===== src/rtl/fifo_ctrl_pkg.sv =====
// Shared types and helpers for the FIFO write-side control logic.
package fifo_ctrl_pkg;

  typedef enum logic {ARB = 1'b0, BURST = 1'b1} wr_arb_state_t;

  // Index width that never collapses to zero bits, even for a single entry.
  function automatic int clog2_min1(input int n);
    return (n <= 1) ? 1 : $clog2(n);
  endfunction

endpackage


===== src/rtl/fifo_wr_arbiter_rr_pick.sv =====
// Combinational round-robin picker: first set request at or after ptr, wrapping.
module rr_pick
  import fifo_ctrl_pkg::*;
#(
  parameter int NREQ = 4
) (
  input  logic [NREQ-1:0]              req,
  input  logic [clog2_min1(NREQ)-1:0]  ptr,
  output logic [clog2_min1(NREQ)-1:0]  gnt_idx,
  output logic                         any_req
);

  localparam int IW = clog2_min1(NREQ);

  logic [2*NREQ-1:0] w_dbl;
  logic [NREQ-1:0]   w_rot;
  logic [IW:0]       w_off;
  logic [IW:0]       w_sum;

  // Rotating the doubled vector puts requester ptr at bit 0.
  assign w_dbl   = {req, req} >> ptr;
  assign w_rot   = w_dbl[NREQ-1:0];
  assign any_req = |req;

  always_comb begin
    w_off = '0;
    for (int i = NREQ - 1; i >= 0; i--) begin
      if (w_rot[i]) w_off = (IW+1)'(i);
    end
    w_sum = w_off + {1'b0, ptr};
    if (w_sum >= (IW+1)'(NREQ)) w_sum = w_sum - (IW+1)'(NREQ);
    gnt_idx = w_sum[IW-1:0];
  end

endmodule


===== src/rtl/fifo_wr_arbiter.sv =====
// Round-robin, burst-locking arbiter sharing one async-FIFO write port among
// NREQ valid/ready requesters; never writes while the FIFO reports full.
module fifo_wr_arbiter
  import fifo_ctrl_pkg::*;
#(
  parameter int DSIZE     = 8,
  parameter int NREQ      = 4,
  parameter int MAX_BURST = 4
) (
  input  logic                         clk,
  input  logic                         rst_n,
  input  logic [NREQ-1:0]              req_valid,
  input  logic [NREQ*DSIZE-1:0]        req_data,
  output logic [NREQ-1:0]              req_ready,
  output logic [DSIZE-1:0]             fifo_wdata,
  output logic                         fifo_winc,
  input  logic                         fifo_wfull,
  output logic [clog2_min1(NREQ)-1:0]  grant_id,
  output logic                         busy
);

  localparam int IW = clog2_min1(NREQ);
  localparam int BW = $clog2(MAX_BURST + 1);
  localparam logic [BW-1:0] LAST_BEAT = BW'(MAX_BURST - 1);
  localparam logic [IW-1:0] LAST_REQ  = IW'(NREQ - 1);

  wr_arb_state_t r_state;
  wr_arb_state_t w_next_state;
  logic [IW-1:0] r_grant;
  logic [IW-1:0] r_rr_ptr;
  logic [BW-1:0] r_beat_cnt;

  logic [IW-1:0]    w_pick;
  logic             w_any;
  logic             w_accept;
  logic             w_leave;
  logic [NREQ-1:0]  w_ready;
  logic [DSIZE-1:0] w_wdata;

  rr_pick #(.NREQ(NREQ)) u_pick (
    .req     (req_valid),
    .ptr     (r_rr_ptr),
    .gnt_idx (w_pick),
    .any_req (w_any)
  );

  // Handshake: a beat moves only when req_valid[i] && req_ready[i]; the
  // requester holds req_data stable while valid && !ready.
  always_comb begin
    w_next_state = r_state;
    w_accept     = 1'b0;
    w_leave      = 1'b0;
    w_ready      = '0;
    w_wdata      = '0;
    case (r_state)
      ARB: begin
        if (w_any) w_next_state = BURST;
      end
      BURST: begin
        w_accept          = req_valid[r_grant] & ~fifo_wfull;
        w_ready[r_grant]  = w_accept;
        w_wdata           = req_data[r_grant*DSIZE +: DSIZE];
        // A full FIFO with valid still high stalls without releasing the lock.
        w_leave = (w_accept && (r_beat_cnt == LAST_BEAT)) || !req_valid[r_grant];
        if (w_leave) w_next_state = ARB;
      end
      default: w_next_state = ARB;
    endcase
  end

  always_ff @(posedge clk or negedge rst_n) begin
    if (!rst_n) begin
      r_state    <= ARB;
      r_grant    <= '0;
      r_rr_ptr   <= '0;
      r_beat_cnt <= '0;
    end else begin
      r_state <= w_next_state;
      if (r_state == ARB) begin
        if (w_any) begin
          r_grant    <= w_pick;
          r_beat_cnt <= '0;
        end
      end else begin
        if (w_accept) r_beat_cnt <= r_beat_cnt + 1'b1;
        if (w_leave) r_rr_ptr <= (r_grant == LAST_REQ) ? '0 : r_grant + 1'b1;
      end
    end
  end

  assign req_ready  = w_ready;
  assign fifo_winc  = w_accept;
  assign fifo_wdata = w_wdata;
  assign grant_id   = r_grant;
  assign busy       = (r_state == BURST);

endmodule


===== config.mk =====
export PLATFORM = sky130hd
export DESIGN_NAME = fifo_wr_arbiter
export DESIGN_NICKNAME = d
export VERILOG_FILES = /design/src/rtl/fifo_ctrl_pkg.sv /design/src/rtl/fifo_wr_arbiter_rr_pick.sv /design/src/rtl/fifo_wr_arbiter.sv
export SDC_FILE = /design/constraint.sdc
export NUM_CORES = 1
export LEC_CHECK = 0
export CORE_MARGIN = 8
export CORE_UTILIZATION = 41
export CTS_CLUSTER_SIZE = 25
export DETAILED_ROUTE_END_ITERATION = 16
export PLACE_DENSITY = 0.95
export SKIP_CTS_REPAIR_TIMING = 1
export SLEW_MARGIN = 30
export SYNTH_ARGS = -nofsm -noshare
export SYNTH_HDL_FRONTEND = slang
export SYNTH_HIERARCHICAL = 1
export SYNTH_SLANG_ARGS = --single-unit
export TNS_END_PERCENT = 50

===== constraint.sdc =====
create_clock -name clk -period 4.29 [get_ports clk]
set_input_delay 1.287 -clock clk [delete_from_list [all_inputs] [get_ports clk]]
set_output_delay 1.287 -clock clk [all_outputs]
set_load 0.05 [all_outputs]

==> results of run 1 <==
-- stage by stage --
stage	util, %	setup slack (ps)
global placement	68.8	251
floorplan	-	376
CTS	69.8	193
global route	69.8	159
detailed placement	68.8	197
finish	69.8	200
-- kinds of logic (layout without fill, tap and decap cells) --
| kind of cell | after synthesis | in the layout | share of synthesized area, % |
|---|---|---|---|
| buffers and inverters | 12 | 70 | 5.31 |
| and+or+nand+nor | 38 | 38 | 22.8 |
| AOI/OAI and AO/OA | 19 | 19 | 14.6 |
| DFF | 8 | 8 | 21.2 |
| xor gates and xnor gates | 2 | 2 | 1.86 |
| adders and majority gates | 7 | 7 | 9.30 |
| muxes | 12 | 12 | 24.8 |
-- layout by cell type (no fill, tap or decap), types with 2 or more instances in the layout --
master and instances:
sky130_fd_sc_hd__a21oi_1 4, sky130_fd_sc_hd__a31o_2 3, sky130_fd_sc_hd__and2_1 13, sky130_fd_sc_hd__buf_4 19, sky130_fd_sc_hd__clkbuf_4 3, sky130_fd_sc_hd__clkdlybuf4s50_1 41, sky130_fd_sc_hd__dfrtp_1 8, sky130_fd_sc_hd__ha_1 7
sky130_fd_sc_hd__inv_1 7, sky130_fd_sc_hd__mux2i_1 2, sky130_fd_sc_hd__mux4_2 9, sky130_fd_sc_hd__nand2_1 6, sky130_fd_sc_hd__nand2b_1 3, sky130_fd_sc_hd__nor2_1 4, sky130_fd_sc_hd__nor3_1 2, sky130_fd_sc_hd__nor3b_1 4
sky130_fd_sc_hd__o21ai_0 3
-- routing by layer --
metal,GRT usage (%),routed length [um],vias up
li1,-,-,480
met1,19.0,1380,474
met2,26.1,1420,56
met3,6.10,442,0
met4,0.836,0,0
met5,0,0,-
-- critical path: cells and delay by family --
family                 cells  cell delay, ps
multiplexers               1             490
buffers and inverters      2             610
AND/OR/NAND/NOR            2             410
-- flip-flops by register name, summed over array words and instances (netlist names) --
signal,flops
r_beat_cnt,3
busy,1
grant_id,2
r_rr_ptr,2
-- worst paths after layout --
| check | to | from | cells past startpoint | slack [ps] |
|---|---|---|---|---|
| setup / recovery | req_ready[0] | req_valid[3] | 5 | 200 |
| min in group asynchronous | r_beat_cnt[2] | rst_n | 1 | 1310 |
| setup reg to reg | r_rr_ptr[1] | grant_id[0] | 5 | 2290 |
| max in group asynchronous | r_beat_cnt[1] | rst_n | 1 | 2720 |
| hold reg to reg | r_beat_cnt[0] | r_beat_cnt[0] | 2 | 650 |
| hold / removal | r_beat_cnt[0] | r_beat_cnt[0] | 2 | 650 |
-- power breakdown --
group / switching [mW] / internal, mW
registers: 0.0791 / 0.108
logic: 0.423 / 0.316
clock network: 0.0229 / 0.0318
-- cell type report --
type / instances / area (um2)
Sequential cell: 8 / 200
Timing Repair Buffer: 60 / 553
Inverter: 7 / 26.3
Multi-Input combinational cell: 78 / 692
Tap cell: 28 / 35.0
Fill cell: 153 / 662
Clock buffer: 3 / 22.5
==> summary.md, run 1 <==
Headroom to the max-slew limit came out at 61.1%. TritonCTS built the clock tree. The detailed-route vias per instance works out to 5.49.

In the post-synthesis netlist, the biggest area contributors are sky130_fd_sc_hd__mux4_2 (22%), sky130_fd_sc_hd__dfrtp_1 (21%), sky130_fd_sc_hd__ha_1 (9.3%). The final hold violation count was 0; the total CTS buffers was 3. The routed layout has 1010 vias. The tools report the post-route cell area as 1530 um2.

Clock-pin slew was measured on the worst setup and hold paths at 40 ps. The most common cell in the synthesized netlist is sky130_fd_sc_hd__and2_1. Once placement finished, the instance area stood at 1510 um2. Input and output buffers added on the ports amount to 54. Dividing the synthesized area by the synthesized cell count gives 9.61 um2.

The floorplan step set the die width to 63.9 um. In this run the core area contains 17 standard-cell rows. The finished layout holds 184 standard cells, fillers aside. Detailed placement finished with a half-perimeter wire length of 2.69 mm. The master cell of the clock root buffer is sky130_fd_sc_hd__clkbuf_4. The number of placed instances, taps included, is 181. Across the run, the number of max-cap violations was 0. Based on the critical path, the design can be clocked at up to 0.245 GHz.

The endpoint kind of the worst setup timing path was a primary output. Of all cell types, the one taking the most synthesized area is sky130_fd_sc_hd__mux4_2. The synthesized cell area was 942 um2; the total core area was 2190 um2.

Antenna diode count: 0. Traced cell by cell, the critical path runs through clkdlybuf4s50_1 > mux4_2 > and3_1 > and2_1 > buf_4. The worst-case clock skew is 9.44 ps, and the number of enable flip-flop cells after synthesis is 0. Reported leakage power: 0.652 nW.

Adding up every negative setup slack in the final design gives 0 ps. The number of global-route vias before repair was 1033. By count the netlist is led by sky130_fd_sc_hd__and2_1 (13), sky130_fd_sc_hd__mux4_2 (9), sky130_fd_sc_hd__dfrtp_1 (8).

For the pin with the worst max-slew slack, the measured transition is 583 ps. Counting flops with an async set or reset pin after synthesis yields a share of 100%. Setup repair after global routing left no endpoint under its margin. The area growth from synthesis to layout is 62.3%. The tools report the initial antenna violation count as 0. The count of warnings emitted by yosys was 6; the worst-case vdd ir drop was 0.000430 V. The die covers 4090 um2. For the wire length of the first global-routing pass, the log shows 5.20 mm.

The run gives 1 as the H-tree depth. Startpoint type of the worst setup path: an input pin. The detail route stage leaves a number of antenna-violating nets equal to 0. Global routing consumed, over all layers together, 15.5% of the routing resources. The most used flip-flop cell after synthesis is sky130_fd_sc_hd__dfrtp_1. Setup violations remaining at the end of the flow were counted as 0.

For the number of ports placed on the die boundary, the log shows 55. Counting distinct cell types in the post-synthesis netlist gives 35. The stage delay of the slowest cell on the critical path is 490 ps. The number of synthesized register bits came out at 8. The total count of max-transition violations in the final report was 0; the remaining routing DRC violations was 0. The logs give 8 for the clock net sink count and 98 for the post-synthesis instance total.

Sequential fraction of the synthesis area: 21.2%. The run gives 250 ps as the clock insertion delay at the later pin of the skew report. Once the floorplan was initialized, standard cells occupied 43.0% of the core. The tools report the total wire length after detailed routing as 3.24 mm. The share of synthesized area in the top cell type comes to 21.5%.

The first-pass detailed-route iteration total is 4. At the worst endpoint, the arrival time is 2800 ps. The post-route minimum period was 4090 ps. The data required time of the worst path is 3000 ps. For this design, the slowest cell found on the critical path is sky130_fd_sc_hd__mux4_2. Entering global routing, the biggest net connects 22 pins.

The y dimension of the die is 63.9 um. In this run the worst path has a maximum fanout of 5. Synthesis produced a netlist with a net count of 144. The first routing iteration left 47 violations.

The logs give 0.849 for the last weighted congestion value of the routability-driven placer and 0 for the total grt overflow. The classification of the worst-slack hold path is flip-flop to flip-flop. The critical path in this run is classified as input pin to primary output. Overall power consumption after layout is estimated at 0.981 mW.

The power per cell area works out to 641 nW/um2. Of the cells placed in the final design, the portion with a size suffix greater than 1 is 23.1%. The tightest hold path in the finished design has a slack of 650 ps. In the finished design, the share of the clock period the worst path needs comes to 95.3%.

Number of nets at the end of the flow: 204. The mean routed wirelength per cell is 17.6 um. The maximum clock insertion buffer count came out at 2.

The run finished with clean final reports.
Power figures use the tool's default switching activity.
==> inputs of run 2 (changes only) <==
--- a/config.mk
+++ b/config.mk
@@ -5,8 +5,9 @@
 export SDC_FILE = /design/constraint.sdc
 export NUM_CORES = 1
 export LEC_CHECK = 0
+export ABC_AREA = 1
 export CORE_MARGIN = 8
-export CORE_UTILIZATION = 41
+export CORE_UTILIZATION = 42
 export CTS_CLUSTER_SIZE = 25
 export DETAILED_ROUTE_END_ITERATION = 16
 export PLACE_DENSITY = 0.95
==> run 2 against run 1 <==
- via count grew 21%
- combinational power grew 52%
- hold slack lost 140 ps
- cell count grew 30%
- area after synthesis grew 6.5%
- critical path depth grew 1
- sequential share of layout area shrank 1.1 points
- first-iteration DRC count grew 55%
- fmax grew 5.6%
- largest cell class is now non-clock buffers
==> summary.md, run 2 <==
In this run the count of I/O pins placed on the die edge is 55. The endpoint kind of the worst setup timing path is a primary output. The clock net in this run drives a total of 8 sinks. The logs give 6 for the count of warnings emitted by yosys and 5.57 mm for the wire length of the first global-routing pass. The logs give 3.58 mm for the total wire length after detailed routing and 17 for the number of rows created at floorplan. Setup repair after global routing left no endpoint under its margin. The most common library cell in the layout ignoring fill and taps was sky130_fd_sc_hd__clkdlybuf4s50_1. The core region is 2230 um2. From bottom edge to top edge, the die measures 64.9 um. The placed wire-length estimate was 2.86 mm. Counting flops with an async set or reset pin after synthesis yields a share of 100%. The total of buffers placed on input and output ports was 54. Sorting the synthesized cells by how often they occur yields sky130_fd_sc_hd__nor2_1 (40), sky130_fd_sc_hd__nand2_1 (29), sky130_fd_sc_hd__nand3_1 (15).

The detailed router finished its first iteration with 73 violations. For the number of global-route vias before repair, the log shows 1095. By startpoint and endpoint, the worst setup path is classified as input pin to primary output. After synthesis, the largest area contributor takes up 20.0% of total cell area. Summed over all cells, the static leakage comes to 0.781 nW. The tools report the startpoint type of the worst setup path as an input pin. In the layout the commonest cells are sky130_fd_sc_hd__clkdlybuf4s50_1 (41), sky130_fd_sc_hd__nor2_1 (40), sky130_fd_sc_hd__nand2_1 (29), sky130_fd_sc_hd__nand3_1 (15), sky130_fd_sc_hd__buf_12 (13). TritonCTS built the clock tree. Headroom to the max-slew limit came out at 56.6%.

For this configuration, the core starts out at a cell density of 44.9%. The total count of max-transition violations in the final report was 0. Clock-pin slew was measured on the worst setup and hold paths at 60 ps. The floorplan die area is 4210 um2, and the instance area at placement is 1650 um2. Relative to the synthesized area, the layout overhead comes to 66.5%.

Of the available clock period, the critical path in the final layout requires 90.3%. For the final-layout fill cell count, the log shows 171. STA puts the critical path data required time at 3000 ps. Summing over every cut layer, the via total after detailed routing is 1226. The worst-case IR drop observed on VDD is 0.000647 V. Along the worst path, the maximum fanout reaches 8.

Ranked by flip-flop count, first place goes to r_beat_cnt. In the final layout, the share of cells above drive strength 1 is 14.6%. Most used flip-flop cell after synthesis: sky130_fd_sc_hd__dfrtp_1. On the final layout, the worst clock skew is 1.25 ps. The actual slew at the worst max-slew pin is 651 ps. The tool flagged a number of max-cap violations equal to 0. The clock period could shrink to 3870 ps. The run finished with clean final reports. The startpoint identified for the worst register-to-register timing path is r_rr_ptr[0]. The final hold violation count is 0, and the global-route usage over all layers is 16.5%. The run gives 0 ps as the total negative slack. Dividing total power by cell area gives a power density of 807 nW/um2.

The run gives 0 as the antenna diode count. At the end of the flow, the number of nets in the layout was 260. For this run, the top clock speed supported by timing is 0.258 GHz. In the post-synthesis netlist, the biggest area contributors are sky130_fd_sc_hd__dfrtp_1 (20%), sky130_fd_sc_hd__nor2_1 (15%), sky130_fd_sc_hd__nand2_1 (11%). Summed over all instances, the cell type with the most area after synthesis is sky130_fd_sc_hd__dfrtp_1. Of the synthesized area, sequential elements account for 20.0%. After routing the design area is 1670 um2. The synthesized area divided by synthesized cell count is 6.23 um2, and the wire length on met3 is 324 um.

The classification of the worst-slack hold path is flip-flop to flip-flop. The master cell of the clock root buffer is sky130_fd_sc_hd__clkbuf_4. In this run, synthesis inferred 0 flip-flops with an integrated enable. Routability-driven placement finished with a final weighted congestion of 0.834. The number of cell instances on the worst register-to-register path is 13, and the number of nets in the synthesized netlist is 207. In this run, placement finished with an instance count of 237. The clock insertion delay at the later pin of the skew report was 250 ps. The logs give 1 for the H-tree depth and 2 for the maximum clock insertion buffer count. The highest metal layer used by the detailed router was met4. Summing every instance area after synthesis gives 1000 um2.

For the worst setup path, the data arrival time is 2590 ps. Worst reg2reg path endpoint: grant_id[1]. The dominant cell by count in the synthesized netlist is sky130_fd_sc_hd__nor2_1. After detailed routing, the wire length on met1 is 1.59 mm. For hold timing, the worst endpoint is r_beat_cnt[2]. The number of synthesized register bits was 8. Setup violations remaining at the end of the flow were counted as 0. After detailed routing, the number of remaining DRC violations is 0. Leaving out filler cells and counting taps, the final layout contains 240. In this run the remaining antenna-violating nets after routing total 0. The worst hold path was traced through 2 stages.

The tools report the number of distinct library cells after synthesis as 22. The flip-flop count of the largest register after layout came out at 3. The first TritonRoute pass finished after 4 iterations. In the routed layout, each cell is associated on average with a via count of 5.11. In this run the horizontal extent of the chip is 64.9 um. The tools report the detailed-routed wire length on met2 as 1.65 mm. The worst reg-to-reg setup slack was 2390 ps; the maximum number of pins on one net before global-route repair was 24. The mean routed wirelength per cell is 14.9 um. Synthesis handed over a netlist of 161 instances.

After global routing the overflow that remains totals 0. In this run the most critical hold path is launched from r_beat_cnt[2]. The total CTS buffers was 3; the initial antenna violation count was 0.
-- run 2: cell families (layout without fill, tap and decap cells) --
family	after synthesis	count (layout)	share of synthesized area [%]
AOI/OAI and AO/OA	28	28	14.2
xor gates and xnor gates	1	1	0.873
adders and majority gates	7	7	8.73
buffers and inverters	23	74	13.1
DFF	8	8	19.9
and+or+nand+nor	94	94	43.1
-- run 2: metal layers --
metal | track usage, % | vias up
met5 | 0 | -
met4 | 3.81 | 0
met3 | 3.78 | 2
met2 | 27.7 | 47
met1 | 20.6 | 559
li1 | - | 618
-- run 2: power by group --
part / leakage [nW] / internal (mW) / switching, mW
sequential: 0.0999 / 0.108 / 0.0565
clock: 0.0138 / 0.0320 / 0.0260
combinational: 0.667 / 0.449 / 0.676
total: 0.781 / 0.589 / 0.759
-- run 2: layout make-up --
| class | count | area (um2) | share of cell area [%] |
|---|---|---|---|
| timing repair buffer | 55 | 678 | 40.6 |
| inverter | 16 | 62.6 | 3.75 |
| sequential | 8 | 200 | 12.0 |
| clock buffer | 3 | 22.5 | 1.35 |
| tap | 28 | 35.0 | 2.10 |
| multi-input combinational | 130 | 672 | 40.2 |
-- run 2: worst max path at each step --
stage / from / cells past startpoint / endpoint / slack [ps]
4_1_cts: req_valid[2] / 6 / req_ready[0] / 420
5_1_grt: req_valid[3] / 6 / req_ready[0] / 350
2_1_floorplan: fifo_wfull / 3 / req_ready[0] / 740
3_3_place_gp: req_valid[2] / 6 / req_ready[2] / 470
3_5_place_dp: req_valid[2] / 6 / req_ready[0] / 430
6_report: req_valid[2] / 6 / req_ready[0] / 420
-- run 2: worst max-delay path: stages --
cell                              delay, ps
sky130_fd_sc_hd__clkdlybuf4s50_1        560
sky130_fd_sc_hd__nand2_4                 80
sky130_fd_sc_hd__nand3_4                110
sky130_fd_sc_hd__nand3_4                140
sky130_fd_sc_hd__nor2_1                 230
sky130_fd_sc_hd__buf_12                 170
-- run 2: per-stage QoR --
step	total power, mW	util, %	hold WS (ps)	setup WS [ps]
floorplan	0.887	-	469	742
global placement	1.26	73.8	483	473
detailed placement	1.29	73.8	495	425
CTS	1.35	74.8	508	418
global route	1.44	74.8	525	350
finish	1.35	74.8	506	416
==> inputs of run 3 (changes only) <==
--- a/config.mk
+++ b/config.mk
@@ -7,7 +7,8 @@
 export LEC_CHECK = 0
 export ABC_AREA = 1
 export CORE_MARGIN = 8
-export CORE_UTILIZATION = 42
+export CORE_UTILIZATION = 43
+export CTS_BUF_LIST = sky130_fd_sc_hd__clkbuf_2 sky130_fd_sc_hd__clkbuf_4 sky130_fd_sc_hd__clkbuf_8
 export CTS_CLUSTER_SIZE = 25
 export DETAILED_ROUTE_END_ITERATION = 16
 export PLACE_DENSITY = 0.95
==> constraint.sdc (replaced) <==
create_clock -name clk -period 4.5 [get_ports clk]
set_input_delay 1.35 -clock clk [delete_from_list [all_inputs] [get_ports clk]]
set_output_delay 1.35 -clock clk [all_outputs]
set_load 0.05 [all_outputs]
==> run 3 against run 2 <==
- combinational power shrank 16%
- total power shrank 15%
- non-clock buffer count is the same
- die area shrank 1.8%
- sequential share of layout area up 0.66 points
- hold slack worse by 4.2 ps
- critical path depth did not move
- register-to-register slack gained 210 ps
- via count is 1.8% higher
- count of clock-buffer cells in the layout stayed put
- flip-flop and latch count is the same
==> summary.md, run 3 (synthesis gave the netlist of run 2 again) <==
At the end of routability-driven placement, the weighted congestion stood at 0.876. The floorplan has 17 rows. The post-route minimum period was 3990 ps; the maximum clock insertion buffer count was 2. The internal power contribution was 0.460 mW; the number of violations of the max-capacitance limit was 0. From left edge to right edge, the die measures 64.3 um.

Across all register-to-register paths, the minimum setup slack is 2600 ps. The most critical setup path has its startpoint at req_valid[0]. The final hold violation count was 0; the mean routed wirelength per cell was 14.3 um. The run gives 8 as the clock net sink count.

The tools report the startpoint type of the worst setup path as an input pin. Most common library cell in the layout ignoring fill and taps: sky130_fd_sc_hd__clkdlybuf4s50_1. Measured along the y axis, the die boundary spans 64.3 um. In the routed design, unresolved DRC markers number 0. Counting the fill cells in the layout gives 170.

In the layout the commonest cells are sky130_fd_sc_hd__clkdlybuf4s50_1 (41), sky130_fd_sc_hd__nor2_1 (40), sky130_fd_sc_hd__nand2_1 (29), sky130_fd_sc_hd__nand3_1 (15), sky130_fd_sc_hd__inv_1 (11). In the routed layout, each cell is associated on average with a via count of 5.20. Setup total negative slack on the finished layout was measured at 0 ps. The flip-flop count of the largest register after layout came out at 3.

The logs give 1.15 mW for the total power and 2210 um2 for the total core area. The detailed router placed 1248 vias in this run. Register ranked first by flip-flop count: r_beat_cnt.

Power spread over the standard cell area amounts to 725 nW/um2. The total of buffers placed on input and output ports is 54, and the share of final-layout standard cells stronger than drive strength 1 is 14.6%. The initial antenna violation count was 0; the total CTS buffers was 3.

Data on the critical path arrives at its endpoint at 2640 ps. At the placement stage, the worst setup path has a slack of 514 ps. For the antenna diode count, the log shows 0. Power spent charging and discharging nets: 0.688 mW.

Setup violations remaining at the end of the flow were counted as 0. For this run, the detailed router's first-pass iteration total came to 5. Per report_power, the clock group accounts for 4.5% of the total.

The run gives 147 as the number of violations reported at the end of detailed-routing iteration 0. The clock-pin slew on the worst setup and hold paths came out at 50 ps. The floorplan step defined a die boundary enclosing 4140 um2.

For the H-tree depth, the log shows 1. Global routing used 16.0% of the available tracks across all layers. Of the total power, the share spent switching nets is 60.0%.

TritonCTS built the clock tree. The total count of max-transition violations in the final report was 0; the number of global-route vias before repair was 1142. The run finished with clean final reports. The total grt overflow was 0; the worst-case clock skew was 4.72 ps. The number of ports placed on the die boundary was 55.

The HPWL after detailed placement is 2.78 mm. At the pin with the least slew margin, the transition time is 679 ps. The run gives 3.44 mm as the total wire length after detailed routing. Classification of the worst-slack hold path: flip-flop to flip-flop. CTS placed an instance of sky130_fd_sc_hd__clkbuf_4 at the clock tree root.

Once the floorplan was initialized, standard cells occupied 45.4% of the core. The synthesis-to-finish area growth is 57.7%. Setup repair after global routing left no endpoint under its margin. The count of cells in the finished layout, fillers not included, comes to 240. In the finished design, the share of the clock period the worst path needs comes to 88.6%.

The logs give 13.7% for the portion of total power attributed to sequential cells and 1580 um2 for the post-route cell area. Wire length of the first global-routing pass: 5.45 mm. For the maximum number of pins on one net before global-route repair, the log shows 24.

The worst hold path begins at r_beat_cnt[2]. The critical path is of the input pin to primary output type. IR analysis of the VDD net gives a maximum drop of 0.000436 V. Summed over all cells, the static leakage comes to 0.755 nW. The worst pin sits at a relative slew slack of 54.7%. In this run the critical register-to-register path is launched from r_rr_ptr[0]. The maximum fanout along the worst path is 8, and the power share of the combinational group is 81.7%. Endpoint kind of the worst setup timing path: a primary output. Number of placed instances, taps included: 237. The logs give 0 for the count of nets left with antenna violations after detail routing and 1560 um2 for the instance area at placement. Timing would allow up to 0.251 GHz.

In the final design database the tool counted 260 nets. The clock insertion delay at the later pin of the skew report is 240 ps. The logs give 511 ps for the slack of the critical path and 3150 ps for the data required time of the worst path.
## run 3: cell counts in the layout (fill, tap and decap cells not counted)
No cell type changed its count.
## run 3: worst paths after layout
kind / to / cells past startpoint
setup / recovery: req_ready[3] / 6
hold / removal: r_beat_cnt[2] / 2
setup reg to reg: grant_id[1] / 13
hold reg to reg: r_beat_cnt[2] / 2
max in group asynchronous: r_rr_ptr[1] / 1
min in group asynchronous: busy / 1
## run 3: critical path, cell delays in order
cell	delay [ps]
sky130_fd_sc_hd__clkdlybuf4s50_1	540
sky130_fd_sc_hd__nand2_1	80
sky130_fd_sc_hd__nand3_2	140
sky130_fd_sc_hd__nand3_4	140
sky130_fd_sc_hd__nor2_1	220
sky130_fd_sc_hd__buf_12	170
## run 3: cell type report
| class | instances | area, um2 | area share (%) |
|---|---|---|---|
| Clock buffer | 3 | 22.5 | 1.42 |
| Inverter | 16 | 62.6 | 3.95 |
| Multi-Input combinational cell | 130 | 672 | 42.5 |
| Sequential cell | 8 | 200 | 12.6 |
| Tap cell | 28 | 35.0 | 2.21 |
| Timing Repair Buffer | 55 | 591 | 37.3 |
## run 3: power by group through the flow
stage | Sequential, mW | Combinational, mW | Clock, mW
2_1_floorplan | 0.186 | 0.660 | 0
3_3_place_gp | 0.154 | 0.924 | 0
3_5_place_dp | 0.158 | 0.942 | 0
4_1_cts | 0.156 | 0.944 | 0.0553
5_1_grt | 0.164 | 1.01 | 0.0599
6_report | 0.158 | 0.938 | 0.0519
## run 3: metrics by stage
stage | hold slack, ps | util [%]
final | 502 | 71.5
after global routing | 537 | 71.5
after CTS | 500 | 71.5
after detailed placement | 487 | 70.5
after global placement | 484 | 70.5
after floorplan | 469 | -
## run 3: routing by layer
layer / part of all wire, % / GRT usage, % / vias to the layer above
met5: 0 / 0 / -
met1: 43 / 20.4 / 566
met4: 0.78 / 4.09 / 0
met2: 48 / 26.6 / 60
met3: 8.4 / 3.14 / 2
li1: - / - / 620
